## src/rtl/pll_phase_stepper.sv

```systemverilog
// ============================================================================
// pll_phase_stepper
//
// Purpose:
//   Initiator side of the PLL dynamic phase-shift interface. A step request
//   names an output channel, a direction and a step count. The block then
//   drives PSSEL/PSDIR, waits a setup time, and emits a train of correctly
//   timed PSPULSE pulses. It also keeps a per-channel phase position
//   (modulo PHASE_STEPS) so software can read back where each clock sits.
//
// Optional feature (macro PLL_PHASE_STEPPER_LOCK_WAIT_EN):
//   When the macro is defined, SETUP and GAP do not finish until their
//   counter has expired and a 2-flop synchronised pll_lock is high. A pulse
//   that has already started always completes its full width.
//   When the macro is undefined, pll_lock is ignored and timing is fixed.
//
// Ports:
//   clk        in   system clock, rising edge
//   resetn     in   asynchronous active-low reset
//   req_valid  in   step request valid
//   req_ready  out  high only in IDLE; accept = req_valid & req_ready
//   req_sel    in   [2:0] target channel (must be < NCH)
//   req_dir    in   0 = advance (+1 per step), 1 = retard (-1 per step)
//   req_steps  in   [7:0] number of steps, 0..255
//   pll_lock   in   PLL LOCK (used only with the optional feature)
//   pssel      out  [2:0] to PLLA PSSEL
//   psdir      out  to PLLA PSDIR
//   pspulse    out  to PLLA PSPULSE
//   busy       out  high when not in IDLE
//   done       out  one-cycle pulse when a request completes
//   err        out  one-cycle pulse when a request is rejected
//   pos_sel    in   [2:0] channel to read back
//   pos        out  [7:0] current phase of channel pos_sel (combinational)
// ============================================================================
module pll_phase_stepper #(
    parameter int NCH         = 4,
    parameter int PHASE_STEPS = 80,
    parameter int SETUP_CYC   = 4,
    parameter int PULSE_CYC   = 4,
    parameter int GAP_CYC     = 8
) (
    input  logic       clk,
    input  logic       resetn,
    input  logic       req_valid,
    output logic       req_ready,
    input  logic [2:0] req_sel,
    input  logic       req_dir,
    input  logic [7:0] req_steps,
    input  logic       pll_lock,
    output logic [2:0] pssel,
    output logic       psdir,
    output logic       pspulse,
    output logic       busy,
    output logic       done,
    output logic       err,
    input  logic [2:0] pos_sel,
    output logic [7:0] pos
);

    // Counter wide enough for the longest of the three timed phases.
    localparam int MAXC_A = (SETUP_CYC > PULSE_CYC) ? SETUP_CYC : PULSE_CYC;
    localparam int MAXC   = (MAXC_A > GAP_CYC) ? MAXC_A : GAP_CYC;
    localparam int CNT_W  = (MAXC > 1) ? $clog2(MAXC) : 1;

    localparam logic [CNT_W-1:0] SETUP_LAST = CNT_W'(SETUP_CYC - 1);
    localparam logic [CNT_W-1:0] PULSE_LAST = CNT_W'(PULSE_CYC - 1);
    localparam logic [CNT_W-1:0] GAP_LAST   = CNT_W'(GAP_CYC - 1);
    localparam logic [CNT_W-1:0] CNT_ONE    = CNT_W'(1);

    localparam logic [3:0] NCH4    = 4'(NCH);
    localparam logic [8:0] PS9     = 9'(PHASE_STEPS);
    localparam logic [7:0] PS_LAST = 8'(PHASE_STEPS - 1);

    typedef enum logic [2:0] {
        S_IDLE  = 3'd0,
        S_SETUP = 3'd1,
        S_PULSE = 3'd2,
        S_GAP   = 3'd3,
        S_FIN   = 3'd4
    } state_t;

    // ------------------------------------------------------------------
    // Phase arithmetic (modulo PHASE_STEPS, computed 9 bits wide so a
    // PHASE_STEPS of 256 still wraps correctly).
    // ------------------------------------------------------------------
    function automatic logic [7:0] pos_adv(input logic [7:0] p);
        logic [8:0] n;
        n = {1'b0, p} + 9'd1;
        return (n == PS9) ? 8'd0 : n[7:0];
    endfunction

    function automatic logic [7:0] pos_ret(input logic [7:0] p);
        return (p == 8'd0) ? PS_LAST : (p - 8'd1);
    endfunction

    // ------------------------------------------------------------------
    // State
    // ------------------------------------------------------------------
    state_t           state_q,   state_d;
    logic [CNT_W-1:0] cnt_q,     cnt_d;
    logic [7:0]       rem_q,     rem_d;
    logic [2:0]       pssel_q,   pssel_d;
    logic             psdir_q,   psdir_d;
    logic             pspulse_q, pspulse_d;
    logic             busy_q,    busy_d;
    logic             done_q,    done_d;
    logic             err_q,     err_d;
    // Sized for the largest legal NCH; entries >= NCH are never written.
    logic [7:0]       pos_q [8];
    logic [7:0]       pos_d [8];
    logic             pos_upd;
    logic             lock_ok;

    // ------------------------------------------------------------------
    // Lock qualification
    // ------------------------------------------------------------------
`ifdef PLL_PHASE_STEPPER_LOCK_WAIT_EN
    logic lock_s1_q, lock_s2_q;

    always_ff @(posedge clk or negedge resetn) begin
        if (!resetn) begin
            lock_s1_q <= 1'b0;
            lock_s2_q <= 1'b0;
        end else begin
            lock_s1_q <= pll_lock;
            lock_s2_q <= lock_s1_q;
        end
    end

    assign lock_ok = lock_s2_q;
`else
    logic unused_pll_lock;
    assign unused_pll_lock = pll_lock;
    assign lock_ok         = 1'b1;
`endif

    // ------------------------------------------------------------------
    // Next-state and output logic
    // ------------------------------------------------------------------
    always_comb begin
        state_d = state_q;
        cnt_d   = cnt_q;
        rem_d   = rem_q;
        pssel_d = pssel_q;
        psdir_d = psdir_q;
        err_d   = 1'b0;
        pos_upd = 1'b0;

        case (state_q)
            S_IDLE: begin
                if (req_valid) begin
                    if ({1'b0, req_sel} >= NCH4) begin
                        // Rejected: stay idle and leave PSSEL/PSDIR alone.
                        err_d = 1'b1;
                    end else if (req_steps == 8'd0) begin
                        state_d = S_FIN;
                    end else begin
                        pssel_d = req_sel;
                        psdir_d = req_dir;
                        rem_d   = req_steps;
                        cnt_d   = '0;
                        state_d = S_SETUP;
                    end
                end
            end

            S_SETUP: begin
                // Counter saturates at its last value while waiting for lock.
                if (cnt_q == SETUP_LAST) begin
                    if (lock_ok) begin
                        cnt_d   = '0;
                        state_d = S_PULSE;
                    end
                end else begin
                    cnt_d = cnt_q + CNT_ONE;
                end
            end

            S_PULSE: begin
                // Position moves on the rising cycle of each pulse. The pulse
                // width never depends on lock.
                pos_upd = (cnt_q == '0);
                if (cnt_q == PULSE_LAST) begin
                    cnt_d   = '0;
                    state_d = S_GAP;
                end else begin
                    cnt_d = cnt_q + CNT_ONE;
                end
            end

            S_GAP: begin
                if (cnt_q == GAP_LAST) begin
                    if (lock_ok) begin
                        cnt_d   = '0;
                        rem_d   = rem_q - 8'd1;
                        state_d = (rem_q == 8'd1) ? S_FIN : S_PULSE;
                    end
                end else begin
                    cnt_d = cnt_q + CNT_ONE;
                end
            end

            S_FIN: begin
                state_d = S_IDLE;
            end

            default: begin
                state_d = S_IDLE;
            end
        endcase

        // Outputs are registered from the next state so they are glitch-free
        // at the PLL pins.
        pspulse_d = (state_d == S_PULSE);
        busy_d    = (state_d != S_IDLE);
        done_d    = (state_d == S_FIN);
    end

    always_comb begin
        for (int i = 0; i < 8; i++) begin
            pos_d[i] = pos_q[i];
        end
        if (pos_upd) begin
            pos_d[pssel_q] = psdir_q ? pos_ret(pos_q[pssel_q])
                                     : pos_adv(pos_q[pssel_q]);
        end
    end

    always_ff @(posedge clk or negedge resetn) begin
        if (!resetn) begin
            state_q   <= S_IDLE;
            cnt_q     <= '0;
            rem_q     <= '0;
            pssel_q   <= '0;
            psdir_q   <= 1'b0;
            pspulse_q <= 1'b0;
            busy_q    <= 1'b0;
            done_q    <= 1'b0;
            err_q     <= 1'b0;
            for (int i = 0; i < 8; i++) begin
                pos_q[i] <= '0;
            end
        end else begin
            state_q   <= state_d;
            cnt_q     <= cnt_d;
            rem_q     <= rem_d;
            pssel_q   <= pssel_d;
            psdir_q   <= psdir_d;
            pspulse_q <= pspulse_d;
            busy_q    <= busy_d;
            done_q    <= done_d;
            err_q     <= err_d;
            for (int i = 0; i < 8; i++) begin
                pos_q[i] <= pos_d[i];
            end
        end
    end

    // ------------------------------------------------------------------
    // Port drive
    // ------------------------------------------------------------------
    assign req_ready = (state_q == S_IDLE);
    assign pssel     = pssel_q;
    assign psdir     = psdir_q;
    assign pspulse   = pspulse_q;
    assign busy      = busy_q;
    assign done      = done_q;
    assign err       = err_q;

    // Out-of-range channels read back as zero.
    always_comb begin
        pos = 8'd0;
        if ({1'b0, pos_sel} < NCH4) begin
            pos = pos_q[pos_sel];
        end
    end

endmodule

```

## config.mk

```make
export PLATFORM = sky130hd
export DESIGN_NAME = pll_phase_stepper
export DESIGN_NICKNAME = d
export VERILOG_FILES = /design/src/rtl/pll_phase_stepper.sv
export SDC_FILE = /design/constraint.sdc
export NUM_CORES = 1
export LEC_CHECK = 0
export ABC_AREA = 0
export CORE_AREA = 2 2 139 141
export CTS_CLUSTER_DIAMETER = 50
export DETAILED_ROUTE_END_ITERATION = 12
export DIE_AREA = 0 0 141 143
export PLACE_DENSITY = 0.42
export SLEW_MARGIN = 30
export SYNTH_ARGS = -nofsm -noshare
export SYNTH_HDL_FRONTEND = slang
export SYNTH_SLANG_ARGS = --single-unit
```

## constraint.sdc

```tcl
create_clock -name clk -period 4.4 [get_ports clk]
set_input_delay 0.66 -clock clk [delete_from_list [all_inputs] [get_ports clk]]
set_output_delay 0.66 -clock clk [all_outputs]
set_load 0.03 [all_outputs]
```

==> metrics.cfg <==
[status]
status = finished clean

[worst_setup_path]
critPathMaxFanout = 8
rrSetupSlack_ps = 670
worstPathRequired_ps = 4600
cp_data_arrival_time_ps = 3920
start_kind = register
crit_type = reg -> reg
end_kind = register

[clock_network]
clock_path_buffers = 2
clk-insertion-delay-late_ps = 350
hold_buffers = 0
h-tree-depth = 3
cts.clk_slew.worst_paths_ps = 70
cts_buffers = 9
cts_resized = 0
clock-root-buffer = clkbuf_16
cts_setup_buffers = 0
clkSinkCount = 86
tritoncts = done

[logic_synthesis]
yosys_warnings = 0
synthFlopType = dfrtp_1
ys_seq_area_frac = 0.3922
syn_nets = 565
async_flop_share = 1.000
yosysUniqueCellTypes = 75
postSynthAreaPerCell_um2 = 10.26
syn_area_mm2 = 0.005488
synth_seq_cells = 86
synth_cells = 535
synth_edf_count = 0

[floorplanning]
dieArea_mm2 = 0.02016
initial_core_util = 0.2954
die_height_um = 143
ios = 36
fp-row-count = 50
die_w_um = 141
core_mm2 = 0.01858

[detailed_routing]
ant_nets = 0
drtIter0Drc = 296
drc = 0
vias = 4447
dr.pass1.iters = 5
routed_wl_mm = 16.13
avgRoutedWirePerCell_um = 19.99
post_drt_via_cell_ratio = 5.511

[placed_design]
port_buffers = 34
gp_congestion = 0.8419
pre_cts_ws_ps = 675.2
dp_hpwl_mm = 11.64

[power_and_ir_drop]
switchingPower_mw = 2.154
total_leakage_power_nw = 2.590
power_density_mw_per_mm2 = 718.4
switching_share = 0.4694
p_clk_frac = 0.187
pwr-share-seq = 0.270
peakVddDrop_mv = 0.2361
total_power_mw = 4.590
pwr-share-comb = 0.543
power.internal_mw = 2.435

[cells_and_area]
layout_commonest_cell = dfrtp_1
diodes = 0
final_cell_mix = 86 x dfrtp_1, 53 x nor2_1, 39 x nand2_1
areaGrowthSynthToFinish_pct = 16.42
num-nets-final = 598
layout-drive-gt1-share = 0.1920
fill_cells = 1882
postLayoutCoreUtil = 0.3438

[min_path]
hp-class = in -> async

[timing]
rsz0062_at_grt = false
slew_headroom = 0.4135
hold-worst-slack_ps = 343.0
fmax_mhz = 268.2
hold_violations = 0
finalSetupTns_ps = 0
worstMarginPinSlew_ps = 879.8
drv_slew = 0
setup_ws_ps = 671.1
finalCriticalPeriod_ps = 3729
final.period_utilization = 0.8475
setup_viol = 0
clock_skew_ps = 9.317

[run]
drv_cap = 0

[grt]
groute.usage.overall = 0.1688
grt_max_degree = 49
grt_pass1_wl_mm = 25.92
antenna_found_initial = 0
grt_pass1_vias = 4442
grt-ovfl-total = 0

[worst max-delay path, cell delays in order (launching register included)]
cell	delay (ps)
dfrtp_1	620
mux4_1	670
mux2i_2	430
clkinv_1	170
ha_1	290
nor4b_1	350
a41oi_1	140
a21oi_1	680
o21ai_0	220
[synthesized netlist by cell type, types with 3 or more instances]
cell | number | area share
o21ai_0 | 21 | 0.019
o211ai_1 | 3 | 0.0041
nor2b_1 | 15 | 0.017
nand3_1 | 15 | 0.014
o31ai_1 | 4 | 0.0055
ha_1 | 11 | 0.025
nand4_1 | 4 | 0.0046
mux4_1 | 4 | 0.019
o22ai_1 | 3 | 0.0034
nor4_1 | 4 | 0.0046
o31ai_2 | 4 | 0.0091
a31oi_1 | 18 | 0.021
mux2i_1 | 19 | 0.035
a21o_1 | 4 | 0.0055
inv_1 | 13 | 0.0089
nor3_1 | 10 | 0.0091
buf_6 | 5 | 0.010
mux4_2 | 9 | 0.037
o21ai_2 | 17 | 0.027
clkbuf_1 | 13 | 0.0089
a21oi_1 | 13 | 0.012
xnor2_1 | 6 | 0.0096
buf_2 | 5 | 0.0046
o21ai_1 | 3 | 0.0027
and3_1 | 5 | 0.0057
and2_1 | 10 | 0.011
nor2_1 | 53 | 0.036
mux2_2 | 29 | 0.060
nand2b_1 | 4 | 0.0046
nand2_1 | 39 | 0.027
a22oi_1 | 31 | 0.042
dfrtp_1 | 86 | 0.39
[routing by layer]
metal | wire (µm) | vias up | track usage
li1 | - | 2073 | -
met1 | 8106 | 2234 | 0.2472
met2 | 7173 | 121 | 0.2585
met3 | 583 | 19 | 0.02079
met4 | 267 | 0 | 0.05684
met5 | 0 | - | 0
[area by class of cell]
type / count / area, µm² / share of cell area
inverters: 14 / 52.55 / 0.008226
well taps: 234 / 292.8 / 0.04583
multi-input cells: 407 / 3104 / 0.4859
clock inverters: 7 / 103.9 / 0.01626
repair buffers: 50 / 457.9 / 0.07168
flip-flops and latches: 86 / 2152 / 0.3369
clock buffers: 9 / 225.2 / 0.03525
[power groups by stage]
stage                     logic, mW  registers, mW  clock network, mW
after global placement         2.46           1.24                  0
after detailed placement       2.47           1.25                  0
final                          2.49           1.24              0.860
after CTS                      2.48           1.24              0.883
after floorplan                1.85           1.15                  0
after global routing           2.73           1.28              0.917
[sequential cells by signal, summed over array words and instances (netlist names)]
register and flops:
busy 1, cnt_q 3, done 1, err 1, pos_q 64, psdir 1
pspulse 1, pssel 3, rem_q 8, state_q 3
[metrics by stage]
step	instance area [µm²]	instances
final	6389	807
after global routing	6389	807
after CTS	6389	807
after detailed placement	6060	791
after global placement	6060	791
after floorplan	5488	535
[worst paths after layout]
path / from / end / cells after the start
min reg2reg: pos_q[5] / pos_q[5] / 1
min in group clk: pos_q[5] / pos_q[5] / 1
max reg2reg: pssel[0] / pos_q[14] / 8
min: resetn / pos_q[59] / 1
max: pssel[0] / pos_q[14] / 8
max in group asynchronous: resetn / err / 2
[cell families after synthesis]
group                      Yosys count  share of synthesized area
AOI/OAI and AO/OA                  141                     0.1938
xor gates and xnor gates             9                    0.01573
adders and majority gates           11                    0.02508
buffers and inverters               42                    0.04218
DFF                                 86                     0.3922
muxes                               63                     0.1569
and+or+nand+nor                    183                     0.1742
No activity file was read; power rests on OpenSTA's default activity.
